===== src/rtl/sim_link_responder.sv =====
// sim_link_responder: simulator-side partner of the car's 8N1 UART link.
// Receives command bytes (header 2'b10, destroy, place, moving_state), turns
// them into motion state and beacon pulses, tracks link liveness, and
// periodically transmits a {4'b0000, detector} status byte back to the car.
// Optional feature macro: SIM_LINK_FAILSAFE_EN -- when defined, a link
// timeout also forces moving_state to 4'b0000 until the next valid frame.
module sim_link_responder #(
    parameter int CLK_HZ        = 100_000_000,
    parameter int BAUD          = 9600,
    parameter int STATUS_PERIOD = 100_000,
    parameter int LINK_TIMEOUT  = 10_000_000
) (
    input  logic       sys_clk,
    input  logic       rst,
    input  logic       rxd,
    output logic       txd,
    input  logic [3:0] detector,
    output logic [3:0] moving_state,
    output logic       place_beacon_pulse,
    output logic       destroy_beacon_pulse,
    output logic       frame_err,
    output logic [7:0] err_cnt,
    output logic       link_alive
);

    localparam int BIT_CYC = CLK_HZ / BAUD;
    localparam int CNT_W   = $clog2(BIT_CYC + 1);
    localparam int PER_W   = $clog2(STATUS_PERIOD + 1);
    localparam int TO_W    = $clog2(LINK_TIMEOUT + 1);

    localparam logic [CNT_W-1:0] BIT_LAST  = CNT_W'(BIT_CYC - 1);
    localparam logic [CNT_W-1:0] HALF_LAST = CNT_W'(BIT_CYC / 2 - 1);
    localparam logic [PER_W-1:0] PER_LAST  = PER_W'(STATUS_PERIOD - 1);
    localparam logic [TO_W-1:0]  TO_LAST   = TO_W'(LINK_TIMEOUT - 1);
    localparam logic [TO_W-1:0]  TO_MAX    = TO_W'(LINK_TIMEOUT);

`ifdef SIM_LINK_FAILSAFE_EN
    localparam bit FAILSAFE = 1'b1;
`else
    localparam bit FAILSAFE = 1'b0;
`endif

    typedef enum logic [1:0] {RX_IDLE, RX_START, RX_DATA, RX_STOP} rx_state_t;
    typedef enum logic       {TX_IDLE, TX_SEND} tx_state_t;

    // Command byte is accepted only with the 2'b10 header.
    function automatic logic header_ok(input logic [7:0] b);
        return (b[7:6] == 2'b10);
    endfunction

    // ---------------- receive path ----------------
    logic             sync1_r, sync2_r, rx_prev_r;
    logic             fall_s;
    rx_state_t        rx_state_r, rx_next_s;
    logic [CNT_W-1:0] rx_cnt_r;
    logic [2:0]       rx_bit_r;
    logic [7:0]       rx_shift_r;
    logic             rx_cnt_clr_s, rx_shift_en_s, rx_done_s;
    logic             valid_s, err_s, expire_s;

    logic [3:0]       moving_r;
    logic             place_pulse_r, destroy_pulse_r, frame_err_r, link_alive_r;
    logic             prev_place_r, prev_destroy_r;
    logic [7:0]       err_cnt_r;
    logic [TO_W-1:0]  to_cnt_r;

    // Two-flop synchroniser plus one delayed copy for falling-edge detection.
    always_ff @(posedge sys_clk or negedge rst) begin
        if (!rst) begin
            sync1_r   <= 1'b1;
            sync2_r   <= 1'b1;
            rx_prev_r <= 1'b1;
        end else begin
            sync1_r   <= rxd;
            sync2_r   <= sync1_r;
            rx_prev_r <= sync2_r;
        end
    end

    assign fall_s = rx_prev_r & ~sync2_r;

    // Receive FSM state register.
    always_ff @(posedge sys_clk or negedge rst) begin
        if (!rst) begin
            rx_state_r <= RX_IDLE;
        end else begin
            rx_state_r <= rx_next_s;
        end
    end

    // Receive FSM next-state and sampling strobes.
    always_comb begin
        rx_next_s     = rx_state_r;
        rx_cnt_clr_s  = 1'b0;
        rx_shift_en_s = 1'b0;
        rx_done_s     = 1'b0;
        case (rx_state_r)
            RX_IDLE: begin
                if (fall_s) begin
                    rx_next_s    = RX_START;
                    rx_cnt_clr_s = 1'b1;
                end else begin
                    rx_next_s = RX_IDLE;
                end
            end
            RX_START: begin
                if (rx_cnt_r == HALF_LAST) begin
                    rx_cnt_clr_s = 1'b1;
                    if (sync2_r) begin
                        rx_next_s = RX_IDLE;
                    end else begin
                        rx_next_s = RX_DATA;
                    end
                end else begin
                    rx_next_s = RX_START;
                end
            end
            RX_DATA: begin
                if (rx_cnt_r == BIT_LAST) begin
                    rx_cnt_clr_s  = 1'b1;
                    rx_shift_en_s = 1'b1;
                    if (rx_bit_r == 3'd7) begin
                        rx_next_s = RX_STOP;
                    end else begin
                        rx_next_s = RX_DATA;
                    end
                end else begin
                    rx_next_s = RX_DATA;
                end
            end
            RX_STOP: begin
                if (rx_cnt_r == BIT_LAST) begin
                    rx_done_s = 1'b1;
                    rx_next_s = RX_IDLE;
                end else begin
                    rx_next_s = RX_STOP;
                end
            end
            default: begin
                rx_next_s = RX_IDLE;
            end
        endcase
    end

    // Receive bit timer, bit index and LSB-first shift register.
    always_ff @(posedge sys_clk or negedge rst) begin
        if (!rst) begin
            rx_cnt_r   <= '0;
            rx_bit_r   <= 3'd0;
            rx_shift_r <= 8'h00;
        end else begin
            rx_cnt_r <= rx_cnt_clr_s ? '0 : rx_cnt_r + CNT_W'(1);
            if (rx_state_r != RX_DATA) begin
                rx_bit_r <= 3'd0;
            end else if (rx_shift_en_s) begin
                rx_bit_r <= rx_bit_r + 3'd1;
            end
            if (rx_shift_en_s) begin
                rx_shift_r <= {sync2_r, rx_shift_r[7:1]};
            end
        end
    end

    // Frame verdict at the mid-stop sample; timeout when the counter runs out.
    always_comb begin
        valid_s  = rx_done_s & sync2_r & header_ok(rx_shift_r);
        err_s    = rx_done_s & ~(sync2_r & header_ok(rx_shift_r));
        expire_s = ~valid_s & (to_cnt_r == TO_LAST);
    end

    // Decoded outputs, beacon edge detection, error count and link watchdog.
    always_ff @(posedge sys_clk or negedge rst) begin
        if (!rst) begin
            moving_r        <= 4'h0;
            place_pulse_r   <= 1'b0;
            destroy_pulse_r <= 1'b0;
            frame_err_r     <= 1'b0;
            err_cnt_r       <= 8'h00;
            link_alive_r    <= 1'b0;
            prev_place_r    <= 1'b0;
            prev_destroy_r  <= 1'b0;
            to_cnt_r        <= '0;
        end else begin
            place_pulse_r   <= valid_s & rx_shift_r[4] & ~prev_place_r;
            destroy_pulse_r <= valid_s & rx_shift_r[5] & ~prev_destroy_r;
            frame_err_r     <= err_s;
            if (err_s && (err_cnt_r != 8'hFF)) begin
                err_cnt_r <= err_cnt_r + 8'd1;
            end
            if (valid_s) begin
                moving_r       <= rx_shift_r[3:0];
                prev_place_r   <= rx_shift_r[4];
                prev_destroy_r <= rx_shift_r[5];
                link_alive_r   <= 1'b1;
                to_cnt_r       <= '0;
            end else begin
                if (to_cnt_r != TO_MAX) begin
                    to_cnt_r <= to_cnt_r + TO_W'(1);
                end
                if (expire_s) begin
                    // Recovery starts clean so the first flagged frame pulses.
                    prev_place_r   <= 1'b0;
                    prev_destroy_r <= 1'b0;
                    link_alive_r   <= 1'b0;
                    if (FAILSAFE) begin
                        moving_r <= 4'h0;
                    end
                end
            end
        end
    end

    // ---------------- transmit path ----------------
    logic [PER_W-1:0] per_cnt_r;
    logic             trig_s;
    tx_state_t        tx_state_r, tx_next_s;
    logic [CNT_W-1:0] tx_cnt_r;
    logic [3:0]       tx_bit_r;
    logic [9:0]       tx_frame_r;
    logic             txd_r;
    logic             tx_start_s, tx_step_s, tx_end_s;

    // Free-running status period counter.
    always_ff @(posedge sys_clk or negedge rst) begin
        if (!rst) begin
            per_cnt_r <= '0;
        end else if (per_cnt_r == PER_LAST) begin
            per_cnt_r <= '0;
        end else begin
            per_cnt_r <= per_cnt_r + PER_W'(1);
        end
    end

    assign trig_s = (per_cnt_r == PER_LAST);

    // Transmit FSM state register.
    always_ff @(posedge sys_clk or negedge rst) begin
        if (!rst) begin
            tx_state_r <= TX_IDLE;
        end else begin
            tx_state_r <= tx_next_s;
        end
    end

    // Transmit FSM next-state; triggers during a frame are simply ignored.
    always_comb begin
        tx_next_s  = tx_state_r;
        tx_start_s = 1'b0;
        tx_step_s  = 1'b0;
        tx_end_s   = 1'b0;
        case (tx_state_r)
            TX_IDLE: begin
                if (trig_s) begin
                    tx_start_s = 1'b1;
                    tx_next_s  = TX_SEND;
                end else begin
                    tx_next_s = TX_IDLE;
                end
            end
            TX_SEND: begin
                if (tx_cnt_r == BIT_LAST) begin
                    if (tx_bit_r == 4'd9) begin
                        tx_end_s  = 1'b1;
                        tx_next_s = TX_IDLE;
                    end else begin
                        tx_step_s = 1'b1;
                    end
                end else begin
                    tx_next_s = TX_SEND;
                end
            end
            default: begin
                tx_next_s = TX_IDLE;
            end
        endcase
    end

    // Transmit shifter: frame is {stop, data[7:0], start}, shifted out LSB first.
    always_ff @(posedge sys_clk or negedge rst) begin
        if (!rst) begin
            tx_cnt_r   <= '0;
            tx_bit_r   <= 4'd0;
            tx_frame_r <= 10'h3FF;
            txd_r      <= 1'b1;
        end else if (tx_start_s) begin
            tx_frame_r <= {1'b1, 4'b0000, detector, 1'b0};
            txd_r      <= 1'b0;
            tx_cnt_r   <= '0;
            tx_bit_r   <= 4'd0;
        end else if (tx_step_s) begin
            tx_frame_r <= {1'b1, tx_frame_r[9:1]};
            txd_r      <= tx_frame_r[1];
            tx_cnt_r   <= '0;
            tx_bit_r   <= tx_bit_r + 4'd1;
        end else if (tx_end_s) begin
            txd_r    <= 1'b1;
            tx_cnt_r <= '0;
        end else if (tx_state_r == TX_SEND) begin
            tx_cnt_r <= tx_cnt_r + CNT_W'(1);
        end
    end

    assign txd                  = txd_r;
    assign moving_state         = moving_r;
    assign place_beacon_pulse   = place_pulse_r;
    assign destroy_beacon_pulse = destroy_pulse_r;
    assign frame_err            = frame_err_r;
    assign err_cnt              = err_cnt_r;
    assign link_alive           = link_alive_r;

endmodule


===== config.mk =====
export PLATFORM = sky130hd
export DESIGN_NAME = sim_link_responder
export DESIGN_NICKNAME = d
export VERILOG_FILES = /design/src/rtl/sim_link_responder.sv
export SDC_FILE = /design/constraint.sdc
export NUM_CORES = 1
export LEC_CHECK = 0
export CAP_MARGIN = 20
export CORE_MARGIN = 2
export CORE_UTILIZATION = 60
export DETAILED_ROUTE_END_ITERATION = 6
export PLACE_DENSITY = 0.83
export SKIP_LAST_GASP = 1
export SLEW_MARGIN = 20
export SYNTH_ARGS = -nofsm -noshare
export SYNTH_HDL_FRONTEND = slang
export SYNTH_SLANG_ARGS = --single-unit

===== constraint.sdc =====
create_clock -name sys_clk -period 2.78 [get_ports sys_clk]
set_clock_uncertainty 0.15 [all_clocks]
set_input_delay 0.278 -clock sys_clk [delete_from_list [all_inputs] [get_ports sys_clk]]
set_output_delay 0.278 -clock sys_clk [all_outputs]
set_load 0.05 [all_outputs]

==> results of run 1 <==
## how the worst max path moves through the flow
| stage | start | to | slack (ns) | cells after the start |
|---|---|---|---|---|
| CTS | tx_cnt_r[8]$_DFFE_PN0P_ | tx_bit_r[0]$_DFFE_PN0P_ | 0.22 | 4 |
| floorplan | tx_cnt_r[8]$_DFFE_PN0P_ | tx_bit_r[0]$_DFFE_PN0P_ | 0.44 | 5 |
| detailed placement | tx_cnt_r[8]$_DFFE_PN0P_ | tx_bit_r[0]$_DFFE_PN0P_ | 0.25 | 4 |
| global route | tx_cnt_r[8]$_DFFE_PN0P_ | tx_bit_r[0]$_DFFE_PN0P_ | 0.13 | 4 |
| finish | tx_cnt_r[8]$_DFFE_PN0P_ | tx_bit_r[0]$_DFFE_PN0P_ | 0.20 | 4 |
| global placement | tx_cnt_r[8]$_DFFE_PN0P_ | tx_bit_r[0]$_DFFE_PN0P_ | 0.31 | 4 |
## cell usage after synthesis (3+ instances only)
cell | count | share of area [%]
dfrtp_1 | 105 | 45
nor2_1 | 46 | 3.0
nand2_1 | 34 | 2.2
nand3_1 | 34 | 2.9
xor2_1 | 30 | 4.5
nand4_1 | 23 | 2.5
a21oi_1 | 20 | 1.7
inv_1 | 19 | 1.2
clkbuf_1 | 17 | 1.1
mux2_2 | 17 | 3.3
o21ai_0 | 17 | 1.5
xnor2_1 | 17 | 2.6
nor3_1 | 16 | 1.4
and3_1 | 13 | 1.4
or4_1 | 13 | 1.7
dfstp_2 | 12 | 5.4
ha_1 | 10 | 2.2
nor4_1 | 10 | 1.1
o31ai_1 | 10 | 1.3
and4_1 | 8 | 1.2
nor4b_1 | 8 | 1.2
buf_2 | 7 | 0.60
nor4bb_1 | 6 | 1.0
o22ai_1 | 6 | 0.65
nand2b_1 | 5 | 0.54
or3_1 | 5 | 0.54
o211ai_1 | 4 | 0.52
a211o_1 | 3 | 0.45
a22o_1 | 3 | 0.45
and2_1 | 3 | 0.32
mux2i_1 | 3 | 0.52
o21a_1 | 3 | 0.39
o221a_1 | 3 | 0.58
o31a_1 | 3 | 0.45
or4b_2 | 3 | 0.52
## timing repair
item	in CTS	in global routing
setup buffers	0	1
resized for setup	0	0
hold buffers	1	1
endpoints found under the setup margin	0	3
endpoints found under the hold margin	45	1
## sequential cells by signal, summed over array words and instances, names as in the netlist, 2 cells and up
register      cells
tx_bit_r          4
rx_cnt_r         14
err_cnt           8
tx_cnt_r         14
moving_state      4
rx_state_r        2
tx_frame_r        8
rx_shift_r        8
rx_bit_r          3
to_cnt_r         24
per_cnt_r        17
## power groups by stage
stage | Sequential [uW] | Clock [uW] | Combinational [uW]
after floorplan | 1830 | 0 | 137
after global placement | 1850 | 0 | 181
after detailed placement | 1860 | 0 | 191
after CTS | 1830 | 2350 | 194
after global routing | 1840 | 2440 | 220
final | 1830 | 2320 | 192
## logic make-up after synthesis
kind of cell               after synthesis
xor gates and xnor gates                47
DFF                                    117
muxes                                   20
and+or+nand+nor                        236
buffers and inverters                   45
adders and majority gates               10
AOI/OAI and AO/OA                       87
## metal layers
metal | vias to the layer above | part of all wire [%] | wire length (um) | GRT usage [%]
met3 | 15 | 3.9 | 495 | 6.977
met4 | 0 | 1.4 | 171 | 9.846
met1 | 2292 | 44 | 5625 | 34.15
li1 | 2139 | - | - | -
met2 | 128 | 50 | 6371 | 43.17
met5 | - | 0 | 0 | 0
## stage by stage
step	worst slack [ns]	power [uW]	area [um2]
floorplan	0.4374	1965	5793
global placement	0.3102	2032	6193
detailed placement	0.2499	2047	6193
CTS	0.2182	4376	6839
global route	0.1280	4500	6857
finish	0.1979	4346	6857
## cell type report
| class | count | share of cell area [%] |
|---|---|---|
| clock buffers | 25 | 7.208 |
| clock inverters | 7 | 2.062 |
| inverters | 19 | 1.040 |
| multi-input cells | 400 | 39.01 |
| flip-flops and latches | 117 | 42.92 |
| well taps | 129 | 2.354 |
| repair buffers | 38 | 5.401 |
## worst max-delay path, delay by kind of cell, from the launching register on
kind,cells,cell delay [ns]
AO/OA/AOI/OAI,1,0.25
flip-flops,1,0.45
AND/OR/NAND/NOR,2,1.29
multiplexers,1,0.33
==> flow_metrics.tcl, run 1 <==
set metrics [dict create \
    status "finished, final reports clean" \
    regToRegEndpoint "tx_bit_r[0]$_DFFE_PN0P_" \
    drt_iter0_markers 264 \
    async_reset_ff_share_pct 100.0 \
    synth_seq_area_share_pct 50.80 \
    clk_path_buf_depth 2 \
    numCtsBuffers 17 \
    ys.flop_type "dfrtp_1" \
    slew_headroom_pct 50.00 \
    syn_inst 562 \
    final_hold_viol_count 0 \
    r2r-start "tx_cnt_r[8]$_DFFE_PN0P_" \
    drt-pass1-iter-count 5 \
    fin_nets 610 \
    cap_violations 0 \
    stdcell_count 735 \
    dp_hpwl_um 8181 \
    overflow 0 \
    rsz0062_at_grt "false" \
    min-delay-start "sync1_r$_DFF_PN1_" \
    critPathLaunchType "register" \
    min_path_cells 0 \
    yosys.cell_types.count 55 \
    layout_common_cells "dfrtp_1 (105), nor2_1 (45), nand3_1 (34), nand2_1 (34), xor2_1 (30)" \
    synth.net_count 579 \
    coreArea_um2 9284 \
    p_leak_uw 0.002964 \
    hp-class "reg -> reg" \
    clockPowerShare_pct 53.5 \
    num_rows 35 \
    clk-insertion-delay-late_ns 0.52 \
    cts_tree "yes" \
    wl_per_cell_um 17.23 \
    synth_xor_area_share_pct 7.106 \
    grt_usage_pct 26.43 \
    layout-drive-gt1-share_pct 13.04 \
    pwr-share-seq_pct 42.1 \
    tightest_slew_ns 0.7500 \
    grt_pass1_wl_um 21470 \
    synth_edf_count 0 \
    netSwitchingPower_uw 920.9 \
    synth_compound_gate_area_share_pct 10.26 \
    port_buffers 23 \
    fin_hold_ws_ns 0.2109 \
    grt_pass1_vias 4495 \
    synthAdderAreaFrac_pct 2.160 \
    final_common_cell "dfrtp_1" \
    tns_ns 0 \
    multi_input_area_um2 2675 \
    diodes 0 \
    die_area_um2 10460 \
    die_w_um 102.3 \
    yosys.area_share.simple_pct 22.79 \
    synth_top_family_by_area "simple AND/OR/NAND/NOR gates" \
    area_growth_pct 18.36 \
    drc 0 \
    cts.clk_slew.worst_paths_ns 0.06 \
    setup_viol 0 \
    p_per_area_nw_per_um2 633.9 \
    synthMuxAreaShare_pct 3.823 \
    nFillCells 625 \
    max_stage_delay_ns 0.70 \
    final_util_pct 73.85 \
    maxSlewViolCount 0 \
    finalCritPeriodShare_pct 92.88 \
    reg2reg_depth 4 \
    die_h_um 102.3 \
    clock.fmax_mhz 387.3 \
    num_io_pins 24 \
    synth_area_um2 5793 \
    routabilityCongestion 0.9080 \
    worst_ep_arrival_time_ns 2.83 \
    via_per_inst 6.223 \
    fin_crit_ns 2.582 \
    drt_wl_total_um 12660 \
    crit_required_ns 3.02 \
    critical_path.cell_chain "or4_4, or4_1, a2bb2oi_1, mux2_2" \
    path_class "reg -> reg" \
    grt_max_degree 60 \
    syn_area_per_cell_um2 10.31 \
    cts-root-buf "clkbuf_8" \
    ir_worst_vdd_uv 556.3 \
    switching_share_pct 21.19 \
    final_antenna_net_count 0 \
    end_kind "register" \
    reg2reg_slack_ns 0.20 \
    critPathMaxFanout 9 \
    synth_warnings 0 \
    power_frac_comb_pct 4.4 \
    hold_end "sync2_r$_DFF_PN1_" \
    clock_sinks 117 \
    antenna_found_initial 0 \
    initial_core_util_pct 62.40 \
    vias 4574 \
    ys_ff_latch 117 \
    htree_levels 4 \
    place_inst 700 \
    regArea_um2 2943 \
    cp_slowest_cell "or4_1" \
    p_int_uw 3425 \
]
(Power assumes the default switching activity.)
==> inputs of run 2 (changes only) <==
GPL_ROUTABILITY_DRIVEN = 0   (was unset)
PLACE_DENSITY = unset   (was 0.83)
PLACE_DENSITY_LB_ADDON = 0.12   (was unset)
==> run 2 against run 1 <==
Against the previous run: worst setup slack improved by 0.020 ns; critical path depth did not move; global-route usage shrank 1.4 points; die area stayed put; hold slack worse by 0.18 ns; combinational power decreased by 3%; critical path type unchanged; critical endpoint unchanged; largest cell class unchanged; largest power group unchanged.
==> flow_metrics.tcl, run 2 (same netlist as run 1, synthesis figures left out) <==
set metrics [dict create \
    clock_sinks 117 \
    slew_headroom_pct 53.56 \
    final_hold_viol_count 0 \
    cp_top_family "simple AND/OR/NAND/NOR gates" \
    grt_pass1_vias 4407 \
    p_per_area_nw_per_um2 596.3 \
    cts_resized 0 \
    grt_max_degree 58 \
    tns_ns 0 \
    die_area_um2 10460 \
    antenna_found_initial 0 \
    status "finished, final reports clean" \
    post_cts_buffers 0 \
    maxSlewViolCount 0 \
    cap_violations 0 \
    fin_crit_ns 2.562 \
    end_kind "register" \
    diodes 0 \
    top_regs "to_cnt_r: 24 flops, per_cnt_r: 17 flops" \
    clk_path_buf_depth 2 \
    path_class "reg -> reg" \
    fin_ws_ns 0.2177 \
    cts.clk_slew.worst_paths_ns 0.06 \
    max_stage_delay_ns 0.73 \
    setup_viol 0 \
    hp-class "in -> reg" \
    drt_wl_total_um 11650 \
    layout-drive-gt1-share_pct 13.06 \
    p_total_uw 4026 \
    tightest_slew_ns 0.6959 \
    via_per_inst 5.969 \
    num_io_pins 24 \
    die_w_um 102.3 \
    final_common_cell "dfrtp_1" \
    final_antenna_net_count 0 \
    drt_iter0_markers 215 \
    coreArea_um2 9284 \
    initial_core_util_pct 62.40 \
    detailedPlace.worstSlack_ns 0.2339 \
    dp_hpwl_um 7743 \
    critPathLaunchType "register" \
    htree_levels 4 \
    vias 4381 \
    final_util_pct 72.72 \
    grt_pass1_wl_um 20580 \
    num_rows 35 \
    numCtsBuffers 17 \
    drc 0 \
    fin_nets 609 \
    cp_slowest_cell "or4_1" \
    p_leak_uw 0.002906 \
    regMostFlops "to_cnt_r" \
    crit_required_ns 3.02 \
    worst_ep_arrival_time_ns 2.81 \
    overflow 0 \
    wl_per_cell_um 15.87 \
    crit_buf_inv 0 \
    finalCritPeriodShare_pct 92.17 \
    critPathMaxFanout 9 \
    cts-root-buf "clkbuf_8" \
    drt-pass1-iter-count 4 \
    cts_tree "yes" \
    area_growth_pct 16.54 \
    critical_path.cell_chain "or4_4, or4_1, a2bb2oi_1, mux2_2" \
    port_buffers 23 \
    reg2reg_slack_ns 0.22 \
    clk-insertion-delay-late_ns 0.51 \
    rsz0062_at_grt "false" \
    layout_common_cells "dfrtp_1 (105), nor2_1 (45), nand3_1 (34), nand2_1 (34), xor2_1 (30)" \
    largest_reg_flops 24 \
    cts_hold_buf 1 \
    die_h_um 102.3 \
    grt_usage_pct 25.07 \
    ir_worst_vdd_uv 572.5 \
    clock.fmax_mhz 390.3 \
]
## run 2: cell types whose count changed in the layout (fill, tap and decap cells not counted)
cell	change
bufinv_16	-3
clkbuf_8	-3
clkinvlp_4	+3
clkinv_4	+2
buf_12	-1
buf_4	+1
dlygate4sd3_1	-1
inv_6	+1
## run 2: path summary, 6_finish.rpt
check,startpoint,endpoint,depth (start not counted)
worst max-delay path,tx_cnt_r[8]$_DFFE_PN0P_,tx_bit_r[0]$_DFFE_PN0P_,4
worst min-delay path,rxd,sync1_r$_DFF_PN1_,1
worst max register to register,tx_cnt_r[8]$_DFFE_PN0P_,tx_bit_r[0]$_DFFE_PN0P_,4
worst min register to register,sync1_r$_DFF_PN1_,sync2_r$_DFF_PN1_,0
max in group asynchronous,rst,txd$_DFFE_PN1P_,3
min in group asynchronous,rst,err_cnt[6]$_DFFE_PN0P_,2
## run 2: area by class of cell
type | count | area (um2)
sequential | 117 | 2943
multi-input combinational | 400 | 2675
clock inverter | 10 | 100.1
inverter | 19 | 71.32
tap | 129 | 161.4
fill | 672 | 2532
timing repair buffer | 37 | 347.8
clock buffer | 22 | 452.9
## run 2: layer usage
metal  vias up  GRT usage (%)  part of all wire, %
met2       107          39.93                   48
met1      2141          34.28                   46
met5         -              0                    0
li1       2124              -                    -
met3         9          6.772                  4.3
met4         0          6.872                 0.88
## run 2: power breakdown
group	switching, uW	internal, uW	total (uW)
registers	72.7	1760	1830
logic	99.5	86.3	186
clock network	773	1240	2010
## run 2: per-stage QoR
step           std cells  area, um2  hold slack, ns
3_3_place_gp         701       6188         0.07819
4_1_cts              734       6751         0.01087
5_1_grt              734       6751        0.002802
2_1_floorplan        562       5793         -0.1676
3_5_place_dp         701       6188         0.08376
6_report             734       6751         0.02913
==> inputs of run 3 (changes only) <==
ABC_AREA = 1   (was unset)
==> run 3 against run 2 <==
Against the previous run: global-route usage grew 0.56 points; core utilization decreased by 1.7 points; design area rose by 7.6%; hold slack gained 0.089 ns; routed wire length up 15%; worst setup slack gained 0.28 ns; combinational power up 19%; sequential power about the same; synthesized cell count grew 41%; total power rose by 8.2%; die area increased by 7.4%.
==> flow_metrics.tcl, run 3 <==
set metrics [dict create \
    status "finished, final reports clean" \
    ys.flop_type "dfrtp_1" \
    path_class "reg -> out" \
    drt_iter0_markers 367 \
    critical_path.cell_chain "clkdlybuf4s50_1" \
    p_leak_uw 0.003521 \
    die_h_um 106.0 \
    dp_hpwl_um 9436 \
    reg2reg_slack_ns 0.57 \
    fin_crit_ns 2.280 \
    synth.net_count 808 \
    min-delay-start "detector[2]" \
    port_buffers 23 \
    crit_required_ns 2.35 \
    clock.fmax_mhz 438.6 \
    synth_area_um2 6238 \
    num_rows 37 \
    finalCritPeriodShare_pct 82.01 \
    clock_sinks 117 \
    syn_area_per_cell_um2 7.887 \
    p_per_area_nw_per_um2 599.6 \
    rsz0062_at_grt "false" \
    min_path_cells 3 \
    synth.most_common_cell "nand2_1" \
    hold_end "tx_frame_r[3]$_DFFE_PN1P_" \
    synthTopCellsByCount "nand2_1 (204), dfrtp_1 (105), nor2_1 (103)" \
    fin_nets 847 \
    clk-insertion-delay-late_ns 0.54 \
    htree_levels 4 \
    top_regs "to_cnt_r: 24 flops, per_cnt_r: 17 flops" \
    wl_per_cell_um 13.70 \
    critPathLaunchType "register" \
    clk_path_buf_depth 2 \
    ir_worst_vdd_uv 894.8 \
    hp-class "in -> reg" \
    drc 0 \
    layout-drive-gt1-share_pct 9.964 \
    overflow 0 \
    synth_edf_count 0 \
    async_reset_ff_share_pct 100.0 \
    numCtsBuffers 17 \
    max_stage_delay_ns 0.79 \
    initial_core_util_pct 60.98 \
    yosys.cell_types.count 37 \
    cts_tree "yes" \
    final_antenna_net_count 0 \
    coreArea_um2 10230 \
    drt_wl_total_um 13410 \
    grt_usage_pct 25.63 \
    ys_top_cells_by_area "dfrtp_1 (42%), nand2_1 (12%), nor2_1 (6.2%), inv_1 (6.0%), nand3_1 (5.5%)" \
    setup_viol 0 \
    grt_pass1_wl_um 22740 \
    synth.top_cell.area_share_pct 42.12 \
    num_io_pins 24 \
    synth_seq_area_share_pct 47.17 \
    crit_buf_inv 1 \
    critPathMaxFanout 2 \
    largest_reg_flops 24 \
    diodes 0 \
    fin_hold_ws_ns 0.1177 \
    regMostFlops "to_cnt_r" \
    ys_ff_latch 117 \
    worst_ep_arrival_time_ns 1.85 \
    via_per_inst 5.407 \
    synth_warnings 0 \
    layout_common_cells "nand2_1 (204), dfrtp_1 (105), nor2_1 (103), inv_1 (99), nand3_1 (69)" \
    drt-pass1-iter-count 7 \
    vias 5293 \
    cp_slowest_cell "clkdlybuf4s50_1" \
    grt_max_degree 52 \
    tightest_slew_ns 0.7400 \
    grt_pass1_vias 5013 \
    die_area_um2 11230 \
    antenna_found_initial 0 \
    final_common_cell "nand2_1" \
    end_kind "output port" \
    area_growth_pct 16.47 \
    tns_ns 0 \
    regToRegEndpoint "to_cnt_r[12]$_DFFE_PN0P_" \
    cts.clk_slew.worst_paths_ns 0.06 \
    cap_violations 0 \
    cp_top_family "buffers and inverters" \
    slew_headroom_pct 50.49 \
    syn_inst 791 \
    final_hold_viol_count 0 \
    r2r-start "to_cnt_r[0]$_DFFE_PN0P_" \
    reg2reg_depth 6 \
    maxSlewViolCount 0 \
    cts-root-buf "clkbuf_8" \
    yosysTopAreaCell "dfrtp_1" \
    die_w_um 106.0 \
]
==> run 3: worst max-delay path by stage <==
stage                                        from                       end  slack, ns  depth (start not counted)
after CTS                         txd$_DFFE_PN1P_                       txd       0.48                          1
final                             txd$_DFFE_PN1P_                       txd       0.50                          1
after global routing       per_cnt_r[0]$_DFF_PN0_   tx_cnt_r[0]$_DFFE_PN0P_       0.38                          8
after global placement    to_cnt_r[0]$_DFFE_PN0P_  to_cnt_r[12]$_DFFE_PN0P_       0.68                          6
after floorplan            err_cnt[0]$_DFFE_PN0P_    err_cnt[6]$_DFFE_PN0P_       0.86                          9
after detailed placement  to_cnt_r[0]$_DFFE_PN0P_  to_cnt_r[12]$_DFFE_PN0P_       0.63                          6
==> run 3: repair_timing <==
item | CTS | global route
hold buffers | 2 | 0
gates resized for setup | 0 | 0
setup buffers | 0 | 0
endpoints found under the hold margin | 49 | 0
==> run 3: cell type report <==
class,instances,area (um2)
fillers,801,2965
flip-flops and latches,117,2943
multi-input cells,562,2854
clock buffers,19,441.7
inverters,104,390.4
repair buffers,28,270.3
clock inverters,13,196.4
well taps,136,170.2
==> run 3: per-stage QoR <==
stage          total power [uW]  area, um2  cells  util (%)  worst slack [ns]
2_1_floorplan              1978       6238    791         -            0.8598
3_3_place_gp               2046       6608    945     64.58            0.6758
3_5_place_dp               2057       6608    945     64.58            0.6315
4_1_cts                    4397       7266    979     71.02            0.4767
5_1_grt                    4507       7266    979     71.02            0.3758
6_report                   4356       7266    979     71.02            0.5000
==> run 3: cells by family after synthesis <==
group / after synthesis / synth area share [%]
xor+xnor: 31 / 4.352
compound gates: 49 / 4.232
simple gates: 472 / 35.16
flops: 117 / 47.17
fa+ha+maj: 10 / 2.006
buf+inv: 112 / 7.080
==> run 3: report_power, final <==
group          internal, uW  switching (uW)  total, uW
combinational          78.2             143        221
sequential             1750            51.4       1800
clock                  1510             816       2330
==> run 3: metal layers <==
layer,global-route usage (%),wire (um),vias to the layer above,share of wire [%]
li1,-,-,2624,-
met2,42.53,6649,140,50
met4,9.492,204,0,1.5
met1,32.83,5933,2505,44
met3,6.193,622,24,4.6
met5,0,0,-,0
